**config.mk**
```make
export PLATFORM = sky130hd
export DESIGN_NAME = dmem_access
export DESIGN_NICKNAME = d
export VERILOG_FILES = /design/src/rtl/dmem_pkg.sv /design/src/rtl/dmem_lane_align.sv /design/src/rtl/dmem_access.sv
export SDC_FILE = /design/constraint.sdc
export NUM_CORES = 1
export LEC_CHECK = 0
export ABC_CLOCK_PERIOD_IN_PS = 4700
export BUFFER_PORTS_ARGS = -buffer_cell sky130_fd_sc_hd__buf_2
export CORE_UTILIZATION = 40
export DETAILED_ROUTE_END_ITERATION = 10
export GPL_TIMING_DRIVEN = 1
export PLACE_DENSITY = 0.75
export SLEW_MARGIN = 20
export SYNTH_ARGS = -nofsm -noshare
export SYNTH_HDL_FRONTEND = slang
export SYNTH_SLANG_ARGS = --single-unit
```
**constraint.sdc**
```tcl
create_clock -name clk_i -period 4.7 [get_ports clk_i]
set_input_delay 0.235 -clock clk_i [delete_from_list [all_inputs] [get_ports clk_i]]
set_output_delay 0.235 -clock clk_i [all_outputs]
set_load 0.02 [all_outputs]
```
**src/rtl/dmem_pkg.sv**
```systemverilog
// dmem_pkg: shared Funct3 codes, FSM states and timeout default for dmem_access
package dmem_pkg;
  localparam logic [2:0] F3_B  = 3'b000;
  localparam logic [2:0] F3_H  = 3'b001;
  localparam logic [2:0] F3_W  = 3'b010;
  localparam logic [2:0] F3_BU = 3'b100;
  localparam logic [2:0] F3_HU = 3'b101;
  localparam int TIMEOUT_DEF = 16;
  typedef enum logic [1:0] {IDLE, BUSY, DONE} state_t;
  function automatic logic f3_ok(input logic rd, input logic [2:0] f3);
    return (f3 inside {F3_B, F3_H, F3_W}) || (rd && (f3 inside {F3_BU, F3_HU}));
  endfunction
endpackage

```
**src/rtl/dmem_lane_align.sv**
```systemverilog
// dmem_lane_align: byte-lane steering for stores and lane extraction/extension for loads
// funct3_i/addr_i select width and lane; wdata_i right-aligned store data; rdata_i raw read word;
// be_o byte enables, wdata_o lane-replicated store data, ldata_o extended load, misalign_o bad alignment
module dmem_lane_align
  import dmem_pkg::*;
(
  input  logic [2:0]  funct3_i,
  input  logic [1:0]  addr_i,
  input  logic [31:0] wdata_i,
  input  logic [31:0] rdata_i,
  output logic [3:0]  be_o,
  output logic [31:0] wdata_o,
  output logic [31:0] ldata_o,
  output logic        misalign_o
);
  logic [7:0]  lb_v;
  logic [15:0] lh_v;
  always_comb begin
    lb_v = rdata_i[{addr_i, 3'b000} +: 8];
    lh_v = addr_i[1] ? rdata_i[31:16] : rdata_i[15:0];
    be_o = funct3_i[1] ? 4'b1111 : funct3_i[0] ? (addr_i[1] ? 4'b1100 : 4'b0011) : 4'b0001 << addr_i;
    wdata_o = funct3_i[1] ? wdata_i : funct3_i[0] ? {2{wdata_i[15:0]}} : {4{wdata_i[7:0]}};
    ldata_o = funct3_i == F3_B  ? {{24{lb_v[7]}}, lb_v} :
              funct3_i == F3_H  ? {{16{lh_v[15]}}, lh_v} :
              funct3_i == F3_W  ? rdata_i :
              funct3_i == F3_BU ? {24'b0, lb_v} :
              funct3_i == F3_HU ? {16'b0, lh_v} : '0;
    misalign_o = (funct3_i[1:0] == 2'b01 && addr_i[0]) || (funct3_i[1:0] == 2'b10 && addr_i != 2'b00);
  end
endmodule

```
**src/rtl/dmem_access.sv**
```systemverilog
// dmem_access: MEM-stage data-memory controller with req/ack handshake, stall and bubble insertion
// clk_i/start_i clock and async active-low reset; *_i from EX/MEM; mem_* memory port (registered);
// stall_o freezes the front of the pipe; RegWrite_o..RegWaddr_o to MEM/WB; fault_o sticky error
module dmem_access
  import dmem_pkg::*;
#(
  parameter int TIMEOUT = TIMEOUT_DEF
) (
  input  logic        clk_i,
  input  logic        start_i,
  input  logic        MemRead_i,
  input  logic        MemWrite_i,
  input  logic [2:0]  Funct3_i,
  input  logic [31:0] ALUdata_i,
  input  logic [31:0] WriteData_i,
  input  logic        RegWrite_i,
  input  logic        MemtoReg_i,
  input  logic [4:0]  RegWaddr_i,
  output logic        mem_req_o,
  output logic        mem_we_o,
  output logic [31:0] mem_addr_o,
  output logic [3:0]  mem_be_o,
  output logic [31:0] mem_wdata_o,
  input  logic        mem_ack_i,
  input  logic [31:0] mem_rdata_i,
  output logic        stall_o,
  output logic        RegWrite_o,
  output logic        MemtoReg_o,
  output logic [31:0] ALUdata_o,
  output logic [31:0] ReadData_o,
  output logic [4:0]  RegWaddr_o,
  output logic        fault_o
);
  localparam int CW = $clog2(TIMEOUT);
  state_t state_q, state_d;
  logic req_q, req_d, we_q, we_d, fault_q, fault_d, to_q, to_d;
  logic [31:0] addr_q, addr_d, wdata_q, wdata_d, rdata_q, rdata_d;
  logic [3:0] be_q, be_d;
  logic [CW-1:0] cnt_q, cnt_d;
  logic [3:0] al_be;
  logic [31:0] al_wdata, al_ldata;
  logic al_mis, access, illegal;
  dmem_lane_align u_align (
    .funct3_i  (Funct3_i),
    .addr_i    (ALUdata_i[1:0]),
    .wdata_i   (WriteData_i),
    .rdata_i   (mem_rdata_i),
    .be_o      (al_be),
    .wdata_o   (al_wdata),
    .ldata_o   (al_ldata),
    .misalign_o(al_mis)
  );
  assign access  = MemRead_i || MemWrite_i;
  assign illegal = access && ((MemRead_i && MemWrite_i) || !f3_ok(MemRead_i, Funct3_i) || al_mis);
  assign mem_req_o   = req_q;
  assign mem_we_o    = we_q;
  assign mem_addr_o  = addr_q;
  assign mem_be_o    = be_q;
  assign mem_wdata_o = wdata_q;
  assign fault_o     = fault_q;
  assign MemtoReg_o  = MemtoReg_i;
  assign ALUdata_o   = ALUdata_i;
  assign RegWaddr_o  = RegWaddr_i;
  always_comb begin
    state_d    = state_q;
    req_d      = req_q;
    we_d       = we_q;
    addr_d     = addr_q;
    be_d       = be_q;
    wdata_d    = wdata_q;
    rdata_d    = rdata_q;
    cnt_d      = cnt_q;
    fault_d    = fault_q;
    to_d       = to_q;
    stall_o    = 1'b0;
    RegWrite_o = RegWrite_i;
    ReadData_o = '0;
    case (state_q)
      IDLE: begin
        if (illegal) begin
          fault_d    = 1'b1;
          RegWrite_o = 1'b0;
        end else if (access) begin
          stall_o    = 1'b1;
          RegWrite_o = 1'b0;
          req_d      = 1'b1;
          we_d       = MemWrite_i;
          addr_d     = {ALUdata_i[31:2], 2'b00};
          be_d       = al_be;
          wdata_d    = al_wdata;
          cnt_d      = '0;
          to_d       = 1'b0;
          state_d    = BUSY;
        end
      end
      BUSY: begin
        stall_o    = 1'b1;
        RegWrite_o = 1'b0;
        if (mem_ack_i) begin
          rdata_d = MemWrite_i ? '0 : al_ldata;
          req_d   = 1'b0;
          state_d = DONE;
        end else if (cnt_q == CW'(TIMEOUT - 1)) begin
          rdata_d = '0;
          req_d   = 1'b0;
          fault_d = 1'b1;
          to_d    = 1'b1;
          state_d = DONE;
        end else begin
          cnt_d = cnt_q + CW'(1);
        end
      end
      DONE: begin
        ReadData_o = rdata_q;
        RegWrite_o = RegWrite_i && !to_q;
        state_d    = IDLE;
      end
      default: state_d = IDLE;
    endcase
  end
  always_ff @(posedge clk_i or negedge start_i) begin
    if (!start_i) begin
      state_q <= IDLE;
      req_q   <= 1'b0;
      we_q    <= 1'b0;
      addr_q  <= '0;
      be_q    <= '0;
      wdata_q <= '0;
      rdata_q <= '0;
      cnt_q   <= '0;
      fault_q <= 1'b0;
      to_q    <= 1'b0;
    end else begin
      state_q <= state_d;
      req_q   <= req_d;
      we_q    <= we_d;
      addr_q  <= addr_d;
      be_q    <= be_d;
      wdata_q <= wdata_d;
      rdata_q <= rdata_d;
      cnt_q   <= cnt_d;
      fault_q <= fault_d;
      to_q    <= to_d;
    end
  end
endmodule

```
Yosys cells after proc, flatten, opt, wreduce, memory -nomap -nowiden
Index checks and enable logic that the tools add are counted.

word-level totals
  register bits = 108
  output and inout port bits = 143
  input bits = 111
  logic and storage cells = 100

operators by class
  reduce and logical (&&, ||, !) cells = 27
  bitwise gates (word level) = 1
  muxes and demuxes = 43
  shift operators = 2
  add/subtract/negate cells = 1
  equal/unequal tests = 16

operators by type and width
  cell                 number
  $mux 32              10
  $mux 16              2
  $shiftx 32x6->8      1
  $mux 4               7
  $mux 1               13
  $ne 2x2->1 const B   6
  $reduce_and 5->1     2
  $mux 2               4
  $pmux 1 s2           4
  $pmux 4 s2           1
  $reduce_and 4->1     2
  $reduce_bool 2->1    4
  $eq 3x3->1 const B   2
  $logic_and 1x1->1    6
  $reduce_and 3->1     2
  $logic_or 1x1->1     5
  $add 4x1->4 const B  1
  $eq 2x1->1 const B   2
  $eq 2x2->1 const B   2
  $eq 4x4->1 const B   1
  $pmux 2 s2           1
  $shl 1x2->4 const A  1
  $eq 3x1->1 const B   1
  $eq 3x2->1 const B   1
  8 further kinds      9

Longest topological paths before layout
Gate-level depths: netlist of run 1.

  depth after elaboration = 10
  depth in mapped cells = 7
  mapped depth without buffers = 5

Cells and area by module
Synthesis of run 1 repeated with hierarchy kept, for this count alone.

unflattened totals
  cell total of the unflattened synthesis = 542
  area total of the unflattened synthesis = 6378.6 sq um

modules (own cells, without submodules)
  module           cells an instance  instances  seq. area each (sq um)  area an instance (sq um)
  dmem_access      363                1          2702.6                  5056.1
  dmem_lane_align  179                1          0.0                     1322.5

Worst setup path before layout of run 1
OpenSTA, ideal clock, no wires.

  kind = flip-flop to flip-flop
  start = register cnt_q[0]
  end = register rdata_q[6]
  cell stages (with the launch flop) = 8
  setup time = 0.127 ns
  clock period less this slack = 1.740 ns
  data arrival time = 1.613 ns
  path slack = 2.960 ns
  buffers on the path = 2
  data required time = 4.573 ns
  path through = dfrtp_1 > ha_1 > a31oi_1 > or3_1 > buf_2 > buf_6 > a222oi_1 > inv_1

on the way
  longest elaborated chain between the ends = 3

RTL lines
  what                         RTL line            text
  start: declaration           dmem_access.sv:39   logic [CW-1:0] cnt_q, cnt_d;
  start signal: assignment     dmem_access.sv:141  cnt_q <= cnt_d;
  $eq 4x4->1                   dmem_access.sv:103  end else if (cnt_q == CW'(TIMEOUT - 1)) begin
  $reduce_bool 2->1 (no line)  n/a
  $reduce_and 2->1 (no line)   n/a
  end signal: assignment       dmem_access.sv:140  rdata_q <= rdata_d;
  end: declaration             dmem_access.sv:37   logic [31:0] addr_q, addr_d, wdata_q, wdata_d, rdata_q, rdata_d;

No other way between the ends.
A chain may end at the register's enable or synchronous reset.

Worst setup path after layout of run 1
  start = input port Funct3_i[1]
  end = register wdata_q[2] (netlist: mem_wdata_o[2])

on the way
  longest elaborated chain between the ends = 10
  elaborated cells between the ends (all ways) = 21
  those cells by class = 6 x eq/ne; 1 x mux; 1 x bitwise; 13 x reduce/logical

RTL lines
  what                            RTL line            text
  start: declaration              dmem_access.sv:13   input logic [2:0] Funct3_i,
  $eq 3x3->1                      dmem_pkg.sv:11      return (f3 inside {F3_B, F3_H, F3_W}) || (rd && (f3 inside {F3_BU, F3_HU}));
  $reduce_bool 2->1               dmem_pkg.sv:11
  $logic_and 1x1->1               dmem_pkg.sv:11
  $logic_or 1x1->1                dmem_pkg.sv:11
  $logic_not 1->1                 dmem_access.sv:54   assign illegal = access && ((MemRead_i && MemWrite_i) || !f3_ok(MemRead_i, Funct3_i) || al_mis);
  $logic_or 1x1->1 (2 in series)  dmem_access.sv:54
  $logic_and 1x1->1               dmem_access.sv:54
  $not 1->1 (no line)             n/a
  $reduce_and 3->1 (no line)      n/a
  end signal: assignment          dmem_access.sv:139  wdata_q <= wdata_d;
  end: declaration                dmem_access.sv:37

Parallel ways exist; a longest one is shown, timed or not.

==> out/metrics.yaml, run 1 <==
detailed_routing:
  antenna_left: 0
  vias: 4751
  drtIter0Drc: 305
  wirelength_mm: 15.2
  vias_per_cell: 5.20
  drc: 0
  firstDrtPassIters: 7
  wire_per_inst_microns: 16.6
die:
  dieArea_sq_mm: 0.0151
  die_w_microns: 123
  ios: 254
  coreArea_sq_mm: 0.0141
  start_util: 0.415
  rows: 43
  fp.dieH_microns: 123
yosys:
  yosys_register_bits: 108
  synth.avg_cell_area_sq_um: 10.6
  postSynthCellCount: 551
  yosys.area.top_type: "dfrtp_1"
  ys.flop_type: "dfrtp_1"
  ys_async_sr_fraction: 1.00
  synthTopCellsByCount: "dfrtp_1, nand2_1, o21ai_0, buf_4, a21oi_1"
  yosys_warnings: 0
  synth_edf_count: 0
  seq_area_frac_synth: 0.462
  synth_area_sq_mm: 0.00585
  yosysTopAreaCellShare: 0.462
  synth_area_leaders: "dfrtp_1, mux2_4, buf_4, mux2i_1, mux2_2"
  synth_most_common_cell: "dfrtp_1"
  ys_types: 54
outcome:
  outcome: "finished, final reports clean"
clock_network:
  clk-insertion-delay-late_ns: 0.35
  cts_setup_buffers: 0
  clkTransAtPathRegs_ns: 0.07
  cts_made_buffers: 9
  cts_num_sinks: 108
  cts_resized: 0
  cts_root_buf: "clkbuf_16"
  cts_tree: "done"
  cts-htree-levels: 3
  cts_buffer_depth: 2
global_route:
  grt_antenna_before_repair: 1
  track_usage: 0.201
  grt_util_met1: 0.273
  overflow: 0
  grt_max_degree: 61
  grt_use_met2: 0.306
  met3_usage: 0.0494
  gr-max-usage-layer: "met2"
  grt_pass1_wl_mm: 23.3
  grt_pass1_vias: 4486
finish:
  utilization: 0.507
  stdcell_count: 914
  area_growth_pct: 22.2
  fill_cells: 1283
  final_nets: 840
  drive_gt1_frac: 0.443
  final_area_sq_mm: 0.00715
critical_path:
  path_class: "primary input to flop"
  r2r_start: "state_q[0]"
  crit_path_max_incr_delay_ns: 0.80
  cpMaxStageDelayCell: "o221ai_4"
  path_max_fanout: 41
  crit_path_end_kind: "flop"
  cp.buffers_inverters: 2
  crit_family: "buffers and inverters"
  ff2ff_path_depth: 4
  startpoint_type: "primary input"
  path_depth: 5
  crit_chain: "buf_2 -> a21oi_1 -> o221ai_4 -> buf_4 -> mux2_2"
  r2r_end: "mem_addr_o[20]"
  r2r_slack_ns: 2.61
  critPathRequiredTime_ns: 4.94
  crit_arrival_ns: 2.83
placed_design:
  gp_routability_congestion: 0.872
  place_hpwl_mm: 10.9
  place_inst: 896
  numPortBuffers: 239
  placedInstanceArea_sq_mm: 0.00681
power_and_ir_drop:
  vdd_drop_max_mv: 0.321
  leakagePower_nw: 3.80
  p_per_area_mw_per_mm2: 565
timing:
  slew_headroom: 0.311
  rsz0062_at_grt: "no"
  skew_ns: 0.00561
  fin_tns_setup_ns: 0
  tightest_slew_ns: 1.03
  fin_crit_ns: 2.59
  finalHoldViolations: 0
  setup_violations: 0
  final_max_slew_viol_count: 0
  fmax_mhz: 386
  fin_crit_sh: 0.551
min_path:
  whs_endpoint: "rdata_q[6]"
  worstHoldPathCells: 3
  hold_path_startpoint: "mem_rdata_i[6]"
  min_path_type: "primary input to flop"
run:
  max-cap-violations: 0
cell families (layout without fill, tap and decap cells):
kind of cell,Yosys count,count (layout),share of synthesized area
AOI/OAI and AO/OA,131,131,0.138
and+or+nand+nor,129,129,0.111
DFF,108,108,0.462
buffers and inverters,98,279,0.101
muxes,83,83,0.185
adders and majority gates,1,1,0.00214
other,1,3,0.000641
routing by layer:
| metal | part of all wire | vias to the layer above | wire (microns) |
|---|---|---|---|
| li1 | - | 2269 | - |
| met1 | 0.45 | 2297 | 6860 |
| met2 | 0.48 | 165 | 7220 |
| met3 | 0.057 | 20 | 862 |
| met4 | 0.016 | 0 | 242 |
| met5 | 0 | - | 0 |
cell type report:
type | instances | area (sq um) | share of cell area
repair buffers | 246 | 1250 | 0.175
inverters | 17 | 63.8 | 0.00893
clock inverters | 6 | 86.3 | 0.0121
well taps | 180 | 225 | 0.0315
flip-flops and latches | 108 | 2700 | 0.378
clock buffers | 10 | 239 | 0.0334
multi-input cells | 346 | 2570 | 0.360
diodes | 1 | 2.50 | 0.000350
through the flow:
step | setup WS, ns | total power, mW | hold WS, ns
2_1_floorplan | 2.96 | 2.68 | -0.0606
3_3_place_gp | 1.76 | 3.19 | 0.294
3_5_place_dp | 1.71 | 3.23 | 0.293
4_1_cts | 2.09 | 4.08 | 0.104
5_1_grt | 1.90 | 4.29 | 0.110
6_report | 2.11 | 4.04 | 0.117
power by group:
group | internal (mW) | switching (mW) | leakage, nW
Sequential | 1.35 | 0.229 | 1.36
Combinational | 0.651 | 0.977 | 2.29
Clock | 0.482 | 0.347 | 0.159
worst min-delay path: cells and delay by family:
kind | cells | cell delay, ns
compound gates | 1 | 0.06
buf+inv | 2 | 0.14
placed cells by master, fill, tap and decap left out, types with 5 or more instances in the layout:
| cell | netlist | routed |
|---|---|---|
| clkbuf_16 | 0 | 9 |
| mux2_4 | 24 | 24 |
| o21ai_1 | 7 | 7 |
| o21ai_0 | 50 | 50 |
| mux2i_1 | 27 | 27 |
| buf_4 | 42 | 7 |
| mux2_2 | 23 | 23 |
| o31ai_1 | 5 | 5 |
| a2bb2oi_1 | 7 | 7 |
| inv_1 | 15 | 15 |
| and3_1 | 33 | 33 |
| nor2_1 | 16 | 16 |
| nand2_1 | 56 | 56 |
| a21oi_1 | 37 | 37 |
| dfrtp_1 | 108 | 108 |
| buf_2 | 13 | 238 |
| a222oi_1 | 6 | 6 |
| mux4_2 | 8 | 8 |
how the worst max path moves through the flow:
stage / start / end
floorplan: cnt_q[0] / rdata_q[6]
global placement: Funct3_i[1] / mem_wdata_o[3]
detailed placement: Funct3_i[1] / mem_wdata_o[0]
CTS: Funct3_i[1] / mem_wdata_o[5]
global route: Funct3_i[1] / mem_wdata_o[2]
finish: Funct3_i[1] / mem_wdata_o[2]
sequential cells by signal (all words and copies together) (netlist names):
| register | count |
|---|---|
| mem_addr_o | 30 |
| state_q | 2 |
| to_q | 1 |
| mem_we_o | 1 |
| cnt_q | 4 |
| mem_req_o | 1 |
| rdata_q | 32 |
| mem_be_o | 4 |
| fault_o | 1 |
| mem_wdata_o | 32 |
repair_timing:
item                       in CTS  in global routing
setup endpoints to repair       0                  0
hold endpoints to repair       48                  0
hold buffers                    1                  0
(Power assumes the default switching activity.)
==> run 2: changes to the inputs <==
Settings changed: ABC_CLOCK_PERIOD_IN_PS 4700 to 2340, PLACE_DENSITY 0.75 to 0.78.
Clock period 4.7 ns to 2.34 ns, I/O delays scaled along.
==> out/metrics.yaml, run 2 (same netlist as run 1, synthesis figures left out) <==
power_and_ir_drop:
  p_int_mw: 4.86
  p_per_area_mw_per_mm2: 1080
  power.share.clock: 0.184
  vdd_drop_max_mv: 0.675
  combPwrFrac: 0.417
  p_sw_mw: 3.17
  leakagePower_nw: 3.94
  p_total_mw: 8.04
  seqPwrFrac: 0.399
  swShare: 0.395
timing:
  slew_headroom: 0.526
  setup_violations: 0
  tightest_slew_ns: 0.711
  fmax_mhz: 519
  skew_ns: 0.00723
  fin_tns_setup_ns: 0
  fin_crit_ns: 1.93
  finalHoldViolations: 0
  final_max_slew_viol_count: 0
  setup_ws_ns: 0.413
  rsz0062_at_grt: "no"
  fin_crit_sh: 0.823
finish:
  final_cell_mix: "buf_2, dfrtp_1, nand2_1, o21ai_0, a21oi_1"
  final_common_cell: "buf_2"
  fill_cells: 1307
  stdcell_count: 945
  area_growth_pct: 27.0
  final_nets: 871
  drive_gt1_frac: 0.445
run:
  max-cap-violations: 0
clock_network:
  cts-htree-levels: 3
  clk-insertion-delay-late_ns: 0.35
  cts_buffer_depth: 2
  cts_setup_buffers: 0
  clkTransAtPathRegs_ns: 0.07
  cts_tree: "done"
  cts_root_buf: "clkbuf_16"
  cts_made_buffers: 9
  cts_num_sinks: 108
placed_design:
  dp_slack_ns: 0.419
  numPortBuffers: 239
  gp_routability_congestion: 0.936
  place_inst: 911
  place_hpwl_mm: 11.6
detailed_routing:
  firstDrtPassIters: 5
  drtIter0Drc: 270
  antenna_left: 0
  vias: 4916
  drc: 0
  vias_per_cell: 5.20
  wire_per_inst_microns: 17.0
  wirelength_mm: 16.1
die:
  coreArea_sq_mm: 0.0141
  dieArea_sq_mm: 0.0151
  die_w_microns: 123
  rows: 43
  ios: 254
  start_util: 0.415
  fp.dieH_microns: 123
critical_path:
  critPathRequiredTime_ns: 2.57
  crit_path_end_kind: "flop"
  startpoint_type: "flop"
  path_class: "flop to flop"
  crit_arrival_ns: 2.16
  path_max_fanout: 12
min_path:
  min_path_type: "primary input to flop"
global_route:
  grt_pass1_vias: 4794
  overflow: 0
  track_usage: 0.214
  grt_antenna_before_repair: 1
  grt_pass1_wl_mm: 24.8
  grt_max_degree: 57
outcome:
  outcome: "finished, final reports clean"
## run 2: cell types whose count changed in the layout (fill, tap and decap cells not counted)
cell           delta
buf_12            +4
bufinv_16         -2
inv_8             +1
dlygate4sd3_1    +16
buf_4            +11
clkinv_4          +1
## run 2: layer usage
layer | part of all wire | global-route usage | vias to the layer above
met5 | 0 | 0 | -
met4 | 0.028 | 0.0998 | 0
met3 | 0.061 | 0.0526 | 37
met2 | 0.47 | 0.328 | 186
met1 | 0.44 | 0.285 | 2370
li1 | - | - | 2323
## run 2: what timing repair did
action	in CTS	in global routing
hold endpoints to repair	68	0
gates resized for setup	0	0
hold buffers	17	0
## run 2: final timing paths
check / start / endpoint / slack, ns / cells past startpoint
max: cnt_q[0] / rdata_q[3] / 0.41 / 5
min: mem_rdata_i[4] / rdata_q[4] / 0.02 / 3
min in group asynchronous: start_i / rdata_q[8] / 0.35 / 2
max in group asynchronous: start_i / mem_addr_o[9] / 1.23 / 3
max reg2reg: cnt_q[0] / rdata_q[3] / 0.41 / 5
min reg2reg: fault_o / fault_o / 0.46 / 1
## run 2: critical path, cell delays in order, from the launching register on
cell	delay [ns]
dfrtp_1	0.38
ha_1	0.24
a31oi_1	0.13
or3_1	0.55
a222oi_1	0.42
inv_1	0.09
## run 2: cell type report
class	instances	area [sq um]	share of cell area
well taps	180	225	0.0303
diodes	1	2.50	0.000337
multi-input cells	346	2570	0.346
repair buffers	277	1580	0.212
clock buffers	10	239	0.0322
flip-flops and latches	108	2700	0.364
inverters	17	63.8	0.00859
clock inverters	6	46.3	0.00623
## run 2: power by group through the flow
stage	registers [mW]	clock network [mW]	logic, mW
5_1_grt	3.29	1.58	3.64
3_5_place_dp	3.22	0	3.35
3_3_place_gp	3.20	0	3.26
6_report	3.20	1.48	3.35
2_1_floorplan	3.86	0	1.52
4_1_cts	3.20	1.53	3.38
## run 2: metrics by stage
step                utilization  cell area (sq um)  hold slack [ns]
floorplan                     -               5850           -0.179
global placement          0.494               6970            0.202
detailed placement        0.494               6970            0.209
CTS                       0.527               7430         0.000814
global route              0.527               7430          0.00456
finish                    0.527               7430           0.0165
